## config.mk

```make
export PLATFORM = sky130hd
export DESIGN_NAME = jt8255_peer
export DESIGN_NICKNAME = d
export VERILOG_FILES = /design/src/rtl/jt8255_peer.sv
export SDC_FILE = /design/constraint.sdc
export NUM_CORES = 1
export LEC_CHECK = 0
export BUFFER_PORTS_ARGS = -buffer_cell sky130_fd_sc_hd__buf_2
export CAP_MARGIN = 20
export CORE_MARGIN = 5
export CORE_UTILIZATION = 50
export CTS_CLUSTER_DIAMETER = 40
export CTS_CLUSTER_SIZE = 8
export DETAILED_ROUTE_END_ITERATION = 8
export GPL_TIMING_DRIVEN = 0
export PLACE_DENSITY = 0.69
export RECOVER_POWER = 100
export SYNTH_ARGS = -nofsm -noshare
export SYNTH_HDL_FRONTEND = slang
export SYNTH_SLANG_ARGS = --single-unit
```

## constraint.sdc

```tcl
create_clock -name clk -period 3.7 [get_ports clk]
set_clock_uncertainty 0.2 [all_clocks]
set_input_delay 0.185 -clock clk [delete_from_list [all_inputs] [get_ports clk]]
set_output_delay 0.185 -clock clk [all_outputs]
set_load 0.005 [all_outputs]
```

## src/rtl/jt8255_peer.sv

```systemverilog
`default_nettype none
// ============================================================================
// Module      : jt8255_peer
// Description : Peripheral-side agent for the 8255 strobed handshake.
//               RX: answers OBF# with an ACK# pulse and queues the port byte
//               in a small FIFO. TX: drives a byte, pulses STB#, then follows
//               the IBF set/clear cycle before accepting the next byte.
// Revision    : 1.0 - initial release
// ============================================================================
module jt8255_peer #(
    parameter int DEPTH = 4,    // RX FIFO entries, power of two 2..16
    parameter int PULSE = 4,    // ACK#/STB# low width in clk cycles (>=1)
    parameter int SETUP = 2     // pdout stable cycles before STB# falls (>=0)
) (
    input  logic       rst,
    input  logic       clk,
    // 8255 output port (receive side)
    input  logic [7:0] pdin,
    input  logic       obfn,
    output logic       ackn,
    // RX stream
    output logic [7:0] rx_data,
    output logic       rx_valid,
    input  logic       rx_ready,
    // TX stream
    input  logic [7:0] tx_data,
    input  logic       tx_valid,
    output logic       tx_ready,
    // 8255 input port (transmit side)
    output logic [7:0] pdout,
    output logic       stbn,
    input  logic       ibf,
    // status
    output logic       rx_busy,
    output logic       tx_busy
);

    localparam int AW = $clog2(DEPTH);
    localparam int CW = 16;
    localparam logic [AW:0]   c_DEPTH      = (AW+1)'(DEPTH);
    localparam logic [CW-1:0] c_PULSE_LAST = CW'(PULSE - 1);
    localparam logic [CW-1:0] c_SETUP_LAST = CW'(SETUP - 1);

    typedef enum logic [1:0] {
        R_IDLE = 2'd0,
        R_ACK  = 2'd1,
        R_WAIT = 2'd2
    } rx_state_t;

    typedef enum logic [2:0] {
        T_IDLE  = 3'd0,
        T_SETUP = 3'd1,
        T_STB   = 3'd2,
        T_FULL  = 3'd3,
        T_EMPTY = 3'd4
    } tx_state_t;

    // ------------------------------------------------------------------------
    // Input synchronisers
    // ------------------------------------------------------------------------
    logic r_obf_m, r_obf_s;
    logic r_ibf_m, r_ibf_s;

    // Two-flop synchronisers; OBF# idles high, IBF idles low
    always_ff @(posedge clk or posedge rst) begin
        if (rst) begin
            r_obf_m <= 1'b1;
            r_obf_s <= 1'b1;
            r_ibf_m <= 1'b0;
            r_ibf_s <= 1'b0;
        end else begin
            r_obf_m <= obfn;
            r_obf_s <= r_obf_m;
            r_ibf_m <= ibf;
            r_ibf_s <= r_ibf_m;
        end
    end

    // ------------------------------------------------------------------------
    // RX FIFO
    // ------------------------------------------------------------------------
    logic [7:0]    r_mem [DEPTH];
    logic [AW-1:0] r_wr_ptr, r_rd_ptr;
    logic [AW:0]   r_count;
    logic          w_push, w_pop;

    assign w_pop    = rx_valid && rx_ready;
    assign rx_valid = (r_count != '0);
    assign rx_data  = r_mem[r_rd_ptr];

    // FIFO storage, pointers and occupancy; simultaneous push/pop keeps count
    always_ff @(posedge clk or posedge rst) begin
        if (rst) begin
            for (int i = 0; i < DEPTH; i++) r_mem[i] <= 8'h00;
            r_wr_ptr <= '0;
            r_rd_ptr <= '0;
            r_count  <= '0;
        end else begin
            if (w_push) begin
                r_mem[r_wr_ptr] <= pdin;
                r_wr_ptr        <= r_wr_ptr + 1'b1;
            end
            if (w_pop) r_rd_ptr <= r_rd_ptr + 1'b1;
            case ({w_push, w_pop})
                2'b10:   r_count <= r_count + 1'b1;
                2'b01:   r_count <= r_count - 1'b1;
                default: r_count <= r_count;
            endcase
        end
    end

    // ------------------------------------------------------------------------
    // RX FSM
    // ------------------------------------------------------------------------
    rx_state_t     r_rx_state, w_rx_next;
    logic [CW-1:0] r_rx_cnt, w_rx_cnt_next;

    // RX state and pulse counter registers
    always_ff @(posedge clk or posedge rst) begin
        if (rst) begin
            r_rx_state <= R_IDLE;
            r_rx_cnt   <= '0;
        end else begin
            r_rx_state <= w_rx_next;
            r_rx_cnt   <= w_rx_cnt_next;
        end
    end

    // RX next state: room is checked only on entry, so the final push never
    // overflows (pops during the pulse can only free space)
    always_comb begin
        w_rx_next     = r_rx_state;
        w_rx_cnt_next = r_rx_cnt;
        w_push        = 1'b0;
        case (r_rx_state)
            R_IDLE: begin
                if (!r_obf_s && (r_count < c_DEPTH)) begin
                    w_rx_next     = R_ACK;
                    w_rx_cnt_next = '0;
                end
            end
            R_ACK: begin
                if (r_rx_cnt == c_PULSE_LAST) begin
                    w_push        = 1'b1;
                    w_rx_next     = R_WAIT;
                    w_rx_cnt_next = '0;
                end else begin
                    w_rx_cnt_next = r_rx_cnt + 1'b1;
                end
            end
            R_WAIT: begin
                // wait for OBF# to deassert so one byte is acknowledged once
                if (r_obf_s) w_rx_next = R_IDLE;
            end
            default: w_rx_next = R_IDLE;
        endcase
    end

    // ACK# is decoded straight from the state register so reset releases it
    // asynchronously
    assign ackn    = (r_rx_state != R_ACK);
    assign rx_busy = (r_rx_state != R_IDLE);

    // ------------------------------------------------------------------------
    // TX FSM
    // ------------------------------------------------------------------------
    tx_state_t     r_tx_state, w_tx_next;
    logic [CW-1:0] r_tx_cnt, w_tx_cnt_next;
    logic          r_tx_ready;
    logic [7:0]    r_pdout;
    logic          w_accept;

    assign w_accept = tx_valid && r_tx_ready;

    // TX state, counter, registered ready and output data
    always_ff @(posedge clk or posedge rst) begin
        if (rst) begin
            r_tx_state <= T_IDLE;
            r_tx_cnt   <= '0;
            r_tx_ready <= 1'b0;
            r_pdout    <= 8'hff;
        end else begin
            r_tx_state <= w_tx_next;
            r_tx_cnt   <= w_tx_cnt_next;
            // r_ibf_m is the value r_ibf_s takes at this edge, so ready is
            // exactly "idle and synchronised IBF low" in the next cycle
            r_tx_ready <= (w_tx_next == T_IDLE) && !r_ibf_m;
            if (w_accept) r_pdout <= tx_data;
        end
    end

    // TX next state: setup, strobe, then the IBF set/clear cycle
    always_comb begin
        w_tx_next     = r_tx_state;
        w_tx_cnt_next = r_tx_cnt;
        case (r_tx_state)
            T_IDLE: begin
                if (w_accept) begin
                    w_tx_cnt_next = '0;
                    w_tx_next     = (SETUP == 0) ? T_STB : T_SETUP;
                end
            end
            T_SETUP: begin
                if (r_tx_cnt == c_SETUP_LAST) begin
                    w_tx_next     = T_STB;
                    w_tx_cnt_next = '0;
                end else begin
                    w_tx_cnt_next = r_tx_cnt + 1'b1;
                end
            end
            T_STB: begin
                if (r_tx_cnt == c_PULSE_LAST) begin
                    w_tx_next     = T_FULL;
                    w_tx_cnt_next = '0;
                end else begin
                    w_tx_cnt_next = r_tx_cnt + 1'b1;
                end
            end
            T_FULL: begin
                // the 8255 has latched the byte once IBF rises
                if (r_ibf_s) w_tx_next = T_EMPTY;
            end
            T_EMPTY: begin
                // the CPU has read the port once IBF falls
                if (!r_ibf_s) w_tx_next = T_IDLE;
            end
            default: w_tx_next = T_IDLE;
        endcase
    end

    // STB# decoded from the state register; pdout holds until next accept.
    // In mode 2 the enclosing level muxes pdin/pdout on the shared port
    // using ackn.
    assign stbn     = (r_tx_state != T_STB);
    assign tx_busy  = (r_tx_state != T_IDLE);
    assign tx_ready = r_tx_ready;
    assign pdout    = r_pdout;

endmodule
`default_nettype wire

```

==> results.toml <==
[run]
cap_violations = 1

[synthesis]
yosys_warnings = 0
yosysSeqAreaShare = 0.522
synth-seq-cells = 89
synth-edff-count = 0
async_reset_ff_frac = 1.00
syn_nets = 407
synth_cell_types = 50
synth_cells = 376
synth_ff_type = "dfrtp_1"
synth_area_per_cell_um2 = 11.4
netlist_area_um2 = 4290

[sta]
timing.fmax_ghz = 0.357
tns_ns = 0
holdWs_ns = 0.0165
hold_violations = 0
period_minus_slack_ns = 2.80
setup_viol = 0
slew_headroom = -0.177
final.period_utilization = 0.757
slew_viol_final = 75
rsz0062_at_grt = "no"
worstMarginPinSlew_ns = 1.77

[cts]
clk-insertion-delay-late_ns = 0.36
cts_buffers = 9
cts_num_sinks = 89
cts_tree = "built"
max-clock-path-buffers = 2
cts_root_buf = "clkbuf_8"
postCtsSetupRepairBufs = 0
htree_levels = 3
path_clk_slew_ns = 0.09

[final_layout]
antenna_cells = 0
design_area_um2 = 5020
final_common_cell = "dfrtp_1"
fin_nets = 482
layout_common_cells = "dfrtp_1, nand2_1, mux2_2, buf_2, nor2_1"
drive_gt1_frac = 0.246
fillers = 686
syn2layout_area_growth_pct = 16.9

[placement]
placed_cell_area_um2 = 4670
dp_hpwl_um = 5820
place_congestion = 0.847
port_buffers = 43

[grt]
grt_pass1_vias = 3087
track_usage = 0.172
antenna_found_initial = 0
met1_usage = 0.219
overflow = 0
grt_pass1_wl_um = 14200
gr-usage-met3 = 0.0392
grt_use_met2 = 0.290
grt_max_degree = 75
gr-max-usage-layer = "met2"

[power_and_ir_drop]
power.total_mw = 2.93
p_leak_nw = 2.13
powerDensity_nw_per_um2 = 584
ir_worst_vdd_mv = 0.247

[critical_path]
crit_path_start = "r_tx_cnt[3]"
critPathLaunchType = "register"
path_class = "register to register"
r2r_start = "r_tx_cnt[3]"
crit_fanout = 10
setup.worst_path.end_class = "register"
cp.required_ns = 3.75
cp.arrival_ns = 2.86

[floorplanning]
die_height_um = 103
placementRows = 33
io_pins = 44
coreArea_um2 = 8300
die_area_um2 = 10500
initial_utilization = 0.517
die_w_um = 103

[outcome]
violations = "capacitance limit, slew limit"
status = "finished, violations left"

[route]
avgRoutedWirePerCell_um = 14.8
drt-vias-per-instance = 5.49
antenna_left = 0
drt_pre_antenna_iters = 4
routed_wl_um = 8300
drt-initial-drc-count = 135
route.detailed.drc = 0
num_vias = 3081

[hold_path]
min_from = "tx_valid"
hold_path_class = "input port to register"
## stage by stage
| step | utilization | worst slack (ns) | instances |
|---|---|---|---|
| after floorplan | - | 1.02 | 376 |
| after global placement | 0.559 | 0.0468 | 524 |
| after detailed placement | 0.562 | 0.941 | 525 |
| after CTS | 0.611 | 0.926 | 561 |
| after global routing | 0.605 | 0.450 | 561 |
| final | 0.605 | 0.898 | 561 |
## synth_stat cells, types with 3 or more instances
| cell | instances | area share |
|---|---|---|
| a21oi_1 | 12 | 0.014 |
| a22o_1 | 8 | 0.016 |
| a31oi_1 | 3 | 0.0044 |
| and2_1 | 6 | 0.0087 |
| and3_1 | 4 | 0.0058 |
| clkbuf_1 | 5 | 0.0044 |
| dfrtp_1 | 79 | 0.46 |
| dfstp_2 | 10 | 0.061 |
| ha_1 | 8 | 0.023 |
| inv_1 | 13 | 0.011 |
| mux2_2 | 39 | 0.10 |
| mux2i_1 | 4 | 0.0093 |
| mux4_2 | 8 | 0.042 |
| nand2_1 | 34 | 0.030 |
| nand2_2 | 4 | 0.0058 |
| nand3_1 | 10 | 0.012 |
| nand4_1 | 8 | 0.012 |
| nor2_1 | 24 | 0.021 |
| nor2b_1 | 5 | 0.0073 |
| nor3_1 | 14 | 0.016 |
| nor4_1 | 7 | 0.010 |
| nor4b_1 | 3 | 0.0061 |
| o21ai_0 | 19 | 0.022 |
| or2_2 | 3 | 0.0044 |
| or3_1 | 6 | 0.0087 |
| xnor2_1 | 6 | 0.012 |
| xor2_1 | 6 | 0.012 |
## final timing paths
check,to,slack (ns),cells past startpoint
max,r_tx_cnt[5],0.90,6
min,tx_ready,0.02,4
max reg2reg,r_tx_cnt[5],0.90,6
min reg2reg,r_obf_s,0.16,0
max in group asynchronous,r_mem[30],0.98,4
min in group asynchronous,tx_ready,0.22,3
## sequential cells by signal, indices dropped and copies added, names as in the netlist
signal and count:
r_rd_ptr 2, r_wr_ptr 2, r_obf_m 1, r_ibf_m 1, r_count 3, r_tx_cnt 16
r_mem 32, tx_ready 1, r_ibf_s 1, r_rx_state 2, r_obf_s 1, r_tx_state 3
pdout 8, r_rx_cnt 16
## worst max-delay path, stage by stage, from the launching register on
cell      delay, ns
dfrtp_1        0.44
nor4_1         0.45
nand4_1        0.23
a22oi_1        0.59
clkbuf_1       0.43
o21ai_0        0.17
a22o_1         0.20
## logic make-up after synthesis
family / share of synthesized area
AO/OA/AOI/OAI: 0.0857
buffers and inverters: 0.0190
AND/OR/NAND/NOR: 0.165
XOR/XNOR: 0.0245
multiplexers: 0.156
adder cells (fa/ha/maj): 0.0280
flip-flops: 0.522
## power by group
group	internal (mW)	total (mW)	leakage, nW	switching [mW]
clock	0.319	0.675	0.0977	0.356
sequential	1.22	1.36	1.07	0.141
combinational	0.476	0.893	0.955	0.417
## area by class of cell
cell class / instances / area, um2 / area share
multi-input cells: 266 / 1960 / 0.390
repair buffers: 64 / 407 / 0.0810
well taps: 105 / 131 / 0.0262
plain buffers: 8 / 31.3 / 0.00623
inverters: 13 / 50.0 / 0.00998
flip-flops and latches: 89 / 2240 / 0.446
clock buffers: 9 / 124 / 0.0247
clock inverters: 7 / 78.8 / 0.0157
## layer usage
| layer | share of wire | wire length, um |
|---|---|---|
| met1 | 0.46 | 3830 |
| met2 | 0.49 | 4030 |
| met3 | 0.039 | 322 |
| met4 | 0.014 | 116 |
| met5 | 0 | 0 |
## timing repair
item | in CTS | in global routing
resized for setup | 0 | 0
hold buffers | 20 | 0
endpoints found under the hold margin | 125 | 0
Power figures use the tool's default switching activity.
